**src/rtl/conv_window_gen.sv**
```systemverilog
// Streaming R x C sliding-window generator: buffers R-1 image lines and emits every
// valid (unpadded, stride 1) neighbourhood as a flat bus in conv A-operand order.
module conv_window_gen #(
  parameter int In_d_W = 32,
  parameter int R      = 3,
  parameter int C      = 3,
  parameter int IMG_W  = 8,
  parameter int IMG_H  = 8
) (
  input  logic                    clk,
  input  logic                    rst,
  input  logic                    clr,
  input  logic                    in_valid,
  output logic                    in_ready,
  input  logic [In_d_W-1:0]       din,
  output logic                    win_valid,
  input  logic                    win_ready,
  output logic [R*C*In_d_W-1:0]   win,
  output logic                    win_last
);

  localparam int CW = (IMG_W > 1) ? $clog2(IMG_W) : 1;
  localparam int RW = (IMG_H > 1) ? $clog2(IMG_H) : 1;
  localparam logic [CW-1:0] COL_LAST      = CW'(IMG_W - 1);
  localparam logic [CW-1:0] COL_FIRST_WIN = CW'(C - 1);
  localparam logic [RW-1:0] ROW_LAST      = RW'(IMG_H - 1);
  localparam logic [RW-1:0] ROW_FIRST_WIN = RW'(R - 1);

  logic [CW-1:0]     col;
  logic [RW-1:0]     row;
  logic [In_d_W-1:0] line_buf [R-1][IMG_W];
  logic [In_d_W-1:0] window   [R][C];
  logic [In_d_W-1:0] new_col  [R];

  logic accept;
  logic produce;
  logic col_wrap;
  logic row_wrap;

  // Handshakes: a transfer happens on a rising edge where valid & ready are both 1.
  // A presented window holds win/win_last stable until win_ready; the input side
  // stalls only while a window is waiting, so win_ready=1 streams with no bubble.
  assign in_ready = !win_valid || win_ready;
  assign accept   = in_valid && in_ready;
  assign col_wrap = (col == COL_LAST);
  assign row_wrap = (row == ROW_LAST);
  assign produce  = (row >= ROW_FIRST_WIN) && (col >= COL_FIRST_WIN);

  // Incoming column: oldest buffered line on top, live pixel at the bottom.
  always_comb begin
    for (int r = 0; r < R - 1; r++) begin
      new_col[r] = line_buf[r][col];
    end
    new_col[R-1] = din;
  end

  // Each line moves up one buffer; read-before-write falls out of the NBA semantics.
  always_ff @(posedge clk) begin
    if (accept && !clr) begin
      for (int r = 0; r < R - 1; r++) begin
        line_buf[r][col] <= new_col[r+1];
      end
    end
  end

  always_ff @(posedge clk or negedge rst) begin
    if (!rst) begin
      for (int r = 0; r < R; r++) begin
        for (int c = 0; c < C; c++) begin
          window[r][c] <= '0;
        end
      end
    end else if (clr) begin
      for (int r = 0; r < R; r++) begin
        for (int c = 0; c < C; c++) begin
          window[r][c] <= '0;
        end
      end
    end else if (accept) begin
      for (int r = 0; r < R; r++) begin
        for (int c = 0; c < C - 1; c++) begin
          window[r][c] <= window[r][c+1];
        end
        window[r][C-1] <= new_col[r];
      end
    end
  end

  always_ff @(posedge clk or negedge rst) begin
    if (!rst) begin
      col <= '0;
      row <= '0;
    end else if (clr) begin
      col <= '0;
      row <= '0;
    end else if (accept) begin
      if (col_wrap) begin
        col <= '0;
        row <= row_wrap ? '0 : row + 1'b1;
      end else begin
        col <= col + 1'b1;
      end
    end
  end

  // An accept only happens when any pending window is being consumed, so it fully
  // decides the next window state; otherwise a consume empties the stage.
  always_ff @(posedge clk or negedge rst) begin
    if (!rst) begin
      win_valid <= 1'b0;
      win_last  <= 1'b0;
    end else if (clr) begin
      win_valid <= 1'b0;
      win_last  <= 1'b0;
    end else if (accept) begin
      win_valid <= produce;
      win_last  <= produce && col_wrap && row_wrap;
    end else if (win_ready) begin
      win_valid <= 1'b0;
      win_last  <= 1'b0;
    end
  end

  always_comb begin
    win = '0;
    for (int r = 0; r < R; r++) begin
      for (int c = 0; c < C; c++) begin
        win[(r*C+c)*In_d_W +: In_d_W] = window[r][c];
      end
    end
  end

endmodule

```
**config.mk**
```make
export PLATFORM = sky130hd
export DESIGN_NAME = conv_window_gen
export DESIGN_NICKNAME = d
export VERILOG_FILES = /design/src/rtl/conv_window_gen.sv
export SDC_FILE = /design/constraint.sdc
export NUM_CORES = 1
export LEC_CHECK = 0
export ABC_AREA = 1
export CORE_ASPECT_RATIO = 1.5
export CORE_MARGIN = 2
export CORE_UTILIZATION = 25
export CTS_BUF_LIST = sky130_fd_sc_hd__clkbuf_4 sky130_fd_sc_hd__clkbuf_8 sky130_fd_sc_hd__clkbuf_16
export CTS_CLUSTER_SIZE = 20
export DETAILED_ROUTE_END_ITERATION = 7
export GPL_ROUTABILITY_DRIVEN = 0
export PLACE_DENSITY = 0.51
export SETUP_SLACK_MARGIN = 0.2
export SYNTH_ARGS = -nofsm -noshare
export SYNTH_HDL_FRONTEND = slang
export SYNTH_SLANG_ARGS = --single-unit
```
**constraint.sdc**
```tcl
create_clock -name clk -period 6.8 [get_ports clk]
set_input_delay 1.36 -clock clk [delete_from_list [all_inputs] [get_ports clk]]
set_output_delay 1.36 -clock clk [all_outputs]
set_load 0.05 [all_outputs]
```
Word-level counts from Yosys, hierarchy flattened
Memories as Yosys holds them, arrays and structs flattened.
Index checks and enable logic that the tools add are counted.
{ "totals": {"register_bits": 296, "ramBits": 512, "input_bits": 37, "elab_cells": 60, "n_memories": 1} }
{ "classes": {"n_addsub": 2, "order_cmp": 4, "n_eq_ne": 2, "mux": 24, "bitwise": 1, "reduce_logical": 13} }
{ "mem_list": {"columns": ["name", "words", "word_bits", "read_ports", "rd_clocked_by_memory_dff", "write_ports", "line", "text"], "rows": [
  ["line_buf", 2, 256, 2, 0, 2, "31", "logic [In_d_W-1:0] line_buf [R-1][IMG_W];"]
]} }
{ "ops": {"columns": ["operator", "count"], "rows": [
  ["288-bit two-way mux", 2],
  ["256-bit two-way mux", 1],
  ["32-bit binary-select mux with 3-bit select", 2],
  ["32-bit two-way mux", 5],
  ["32-bit demux with 3-bit select", 1],
  ["3-bit two-way mux", 7],
  ["3-bit by 1-bit adder with 3-bit output, second input constant", 2],
  ["3-bit == test, second input constant", 2],
  ["3-bit by 2-bit >= comparator with 1-bit output, second input constant", 2],
  ["1-bit logical AND", 6],
  ["1-bit two-way mux", 6],
  ["4-bit >= comparator, second input constant", 1],
  ["4-bit by 1-bit < comparator with 1-bit output, second input constant", 1],
  ["3-bit inverter with 4-bit output", 1],
  ["2-bit nonzero test", 2],
  ["3-bit nonzero test", 1],
  ["1-bit zero test", 2],
  ["2-bit AND reduction", 1],
  ["1-bit logical OR", 1]
]} }

Logic depth before layout (Yosys ltp)
{ "depth": {"word_depth": 6, "ltp_mapped": 12} }

Least setup slack after synthesis
OpenSTA, ideal clock, no wires.
{ "synth_path": {"kind": "in2reg", "startpoint": "input port win_ready", "endpoint": "memory line_buf[0][192] in the netlist's numbering, enable pin", "setup_time_ns": 0.565, "arrival_time_ns": 6.650, "t_required_ns": 6.235, "slack_ns": -0.415, "cell_stages": 8, "n_path_buf": 2, "path_cell_list": "inv_2 nand2_2 nand2_4 nor2_8 inv_2 buf_2 buf_2 nor3_1"} }
{ "synth_rtl": {"columns": ["element", "line", "text"], "rows": [
  ["from (decl)", "17", "input logic win_ready,"],
  ["to (decl)", "31", null]
]} }

==> run summary <==
CP max-delay cell - buf_4
Finished Cell Area - 0.04057 mm²
ys async rst share - 36.63%
top cells by count, synth - nand2_1 (1,423), edfxtp_1 (512), inv_1 (450)
critical path required time - 7.12 ns
Fin Clk Skew - 0.02825 ns
sequential fraction of the synthesis area - 69.73%
area delta synth->final - 24.16%
syn_area_per_cell - 10.13 µm²
syn nets - 3,270
DP Area - 0.03773 mm²
largest net degree at the start of global routing - 144
Relative slew margins - 25.85%
r2r setup slk - 3.22 ns
library cells used by synthesis - 21
critical path capture point type - flop
first-pass GRT wire length - 134,100 µm
Final HPWL DP - 54,700 µm
I/O Pins - 328
post-synthesis cell area - 0.03267 mm²
worst-path cell chain - clkdlybuf4s50_1, inv_2, nand2_2, nand2_4, nor2_8, inv_4, nor3_2, buf_4, buf_4
dominant cell type by area after synthesis - edfxtp_1
Max Root-Sink Buffers - 3
f_max - 240.9 MHz
via count - 21,550
CTS resizes - 0
Post CTS Setup Buffer Count - 0
core region area - 0.1299 mm²
H-tree depth - 3
# port buffers - 327
Fill cells - 13,330
worst path arrival time - 4.47 ns
Synth Flop Type - edfxtp_1
total congestion overflow - 0
Worst-path clk slew - 0.06 ns
# rows - 162
Tcrit/Tclk final - 61.05%
drt via density - 4.053
top post-synthesis cells by area - edfxtp_1 (47%), dfrtp_1 (23%), nand2_1 (16%)
drt pass-1 iters - 5
overall die height - 446.8 µm
final hold vios - 0
Iter 0 DRT Violations - 1,096
CTS sink cnt - 808
routed length per placed instance - 16.77 µm
Leak - 17.36 nW
RSZ-0062 raised after global routing - no
area of the multi-input gates - 0.007441 mm²
total CTS buffers - 84
min Tclk post-route - 4.152 ns
CTS tree - yes
Power Dens Cells - 282.9 mW/mm²
Setup WS pre-CTS - 1.899 ns
Setup CP Type - in2reg
chip width - 299.2 µm
Peak VDD IR - 0.1872 mV
drc violations - 0
initial antenna violation count - 3
initial core utilization - 25.15%
WHS - 0.4802 ns
Slew Limit Fails - 0
Worst Setup Start Kind - input port
most frequent CP cell - buf_4
most common cell in the netlist - nand2_1
status - complete, no violations
die area - 0.1337 mm²
final WL - 89,200 µm
Hold/Removal Path Class - reg2reg
Worst Tran Pin Value - 1.112 ns
antenna viol nets, final - 0
FF/Latch Area - 0.02279 mm²
setup TNS - 0 ns
root buf cell - clkbuf_16
#FFs+latches synth - 808
Max-cap violations - 0
Nets - 3,567
GRT Resource Usage Total - 13.27%
fin worst setup slack - 2.648 ns
Synth Instances - 3,227
Post-synth EDFFs - 512
Synth top area share - 47.06%
Post-CTS Hold Buffers - 0
layout cells sized above 1 - 5.815%
# setup viols final - 0
CP max stage delay - 0.63 ns
CP max FO - 69
yosys warns - 0
number of global-route vias before repair - 20,920
later-pin clock latency in the skew report - 0.69 ns
-- layer usage --
metal  wire length, µm  part of all wire [%]  GRT usage [%]
met2             45300                    51          23.40
met3              3370                   3.8          2.044
met4              2892                   3.2          5.381
met5                 7                0.0078              0
met1             37640                    42          16.10
-- area by class of cell --
| cell class | count | share of cell area (%) |
|---|---|---|
| inverter | 457 | 4.266 |
| timing repair buffer | 365 | 8.908 |
| multi-input combinational | 1808 | 18.34 |
| sequential | 808 | 56.17 |
| antenna | 2 | 0.01234 |
| tap | 1722 | 5.311 |
| clock inverter | 44 | 1.110 |
| clock buffer | 112 | 5.879 |
-- metrics by stage --
| step | utilization (%) | total power, W | instances |
|---|---|---|---|
| after detailed placement | 29.04 | 0.006851 | 5160 |
| after floorplan | - | 0.006310 | 3227 |
| after global placement | 29.04 | 0.006844 | 5160 |
| final | 31.22 | 0.01148 | 5318 |
| after global routing | 31.22 | 0.01193 | 5317 |
| after CTS | 31.22 | 0.01168 | 5316 |
-- power breakdown --
part / switching [W] / internal (W) / total (W)
registers: 0.0000788 / 0.00542 / 0.00550
clock network: 0.00201 / 0.00275 / 0.00476
logic: 0.000926 / 0.000288 / 0.00121
total: 0.00301 / 0.00846 / 0.0115
-- kinds of logic after synthesis --
| group | share of synthesized area [%] |
|---|---|
| flip-flops | 69.73 |
| buffers and inverters | 7.697 |
| AND/OR/NAND/NOR | 18.65 |
| adder cells (fa/ha/maj) | 0.2298 |
| AO/OA/AOI/OAI | 3.703 |
-- registers in the layout (all words and copies together), names as in the netlist --
register,flops
row,3
win,288
win_last,1
win_valid,1
line_buf,512
col,3
-- cell usage in the layout, fill, tap and decap left out, types with 3 or more instances in the layout --
cell type	Yosys	final
o21ai_0	186	186
inv_2	7	5
o21ai_1	12	12
inv_1	450	449
buf_12	0	4
o22ai_1	35	35
nand2_1	1423	1423
bufinv_16	0	7
clkdlybuf4s50_1	0	326
nand3_1	129	129
clkinv_1	0	9
clkbuf_8	0	6
dfrtp_1	296	294
clkbuf_16	0	86
nor3_2	0	4
clkinv_2	0	12
clkbuf_4	0	20
inv_6	0	9
edfxtp_1	512	512
buf_4	6	34
clkinvlp_4	0	3
ha_1	6	6
nor2_1	8	4
nor2_4	1	5
clkinv_4	0	3
-- final timing paths --
| check | start | end | cells after the start |
|---|---|---|---|
| max | win_ready | line_buf[0][461] | 9 |
| min | win[24] | win[24] | 2 |
| max reg2reg | col[0] | line_buf[0][89] | 8 |
| min reg2reg | win[24] | win[24] | 2 |
| max in group asynchronous | rst | win[197] | 2 |
| min in group asynchronous | rst | win[107] | 1 |
-- critical path, delay by kind of cell --
kind	cells	cell delay, ns
buf+inv	5	2.13
simple gates	4	0.92
(Power assumes the default switching activity.)
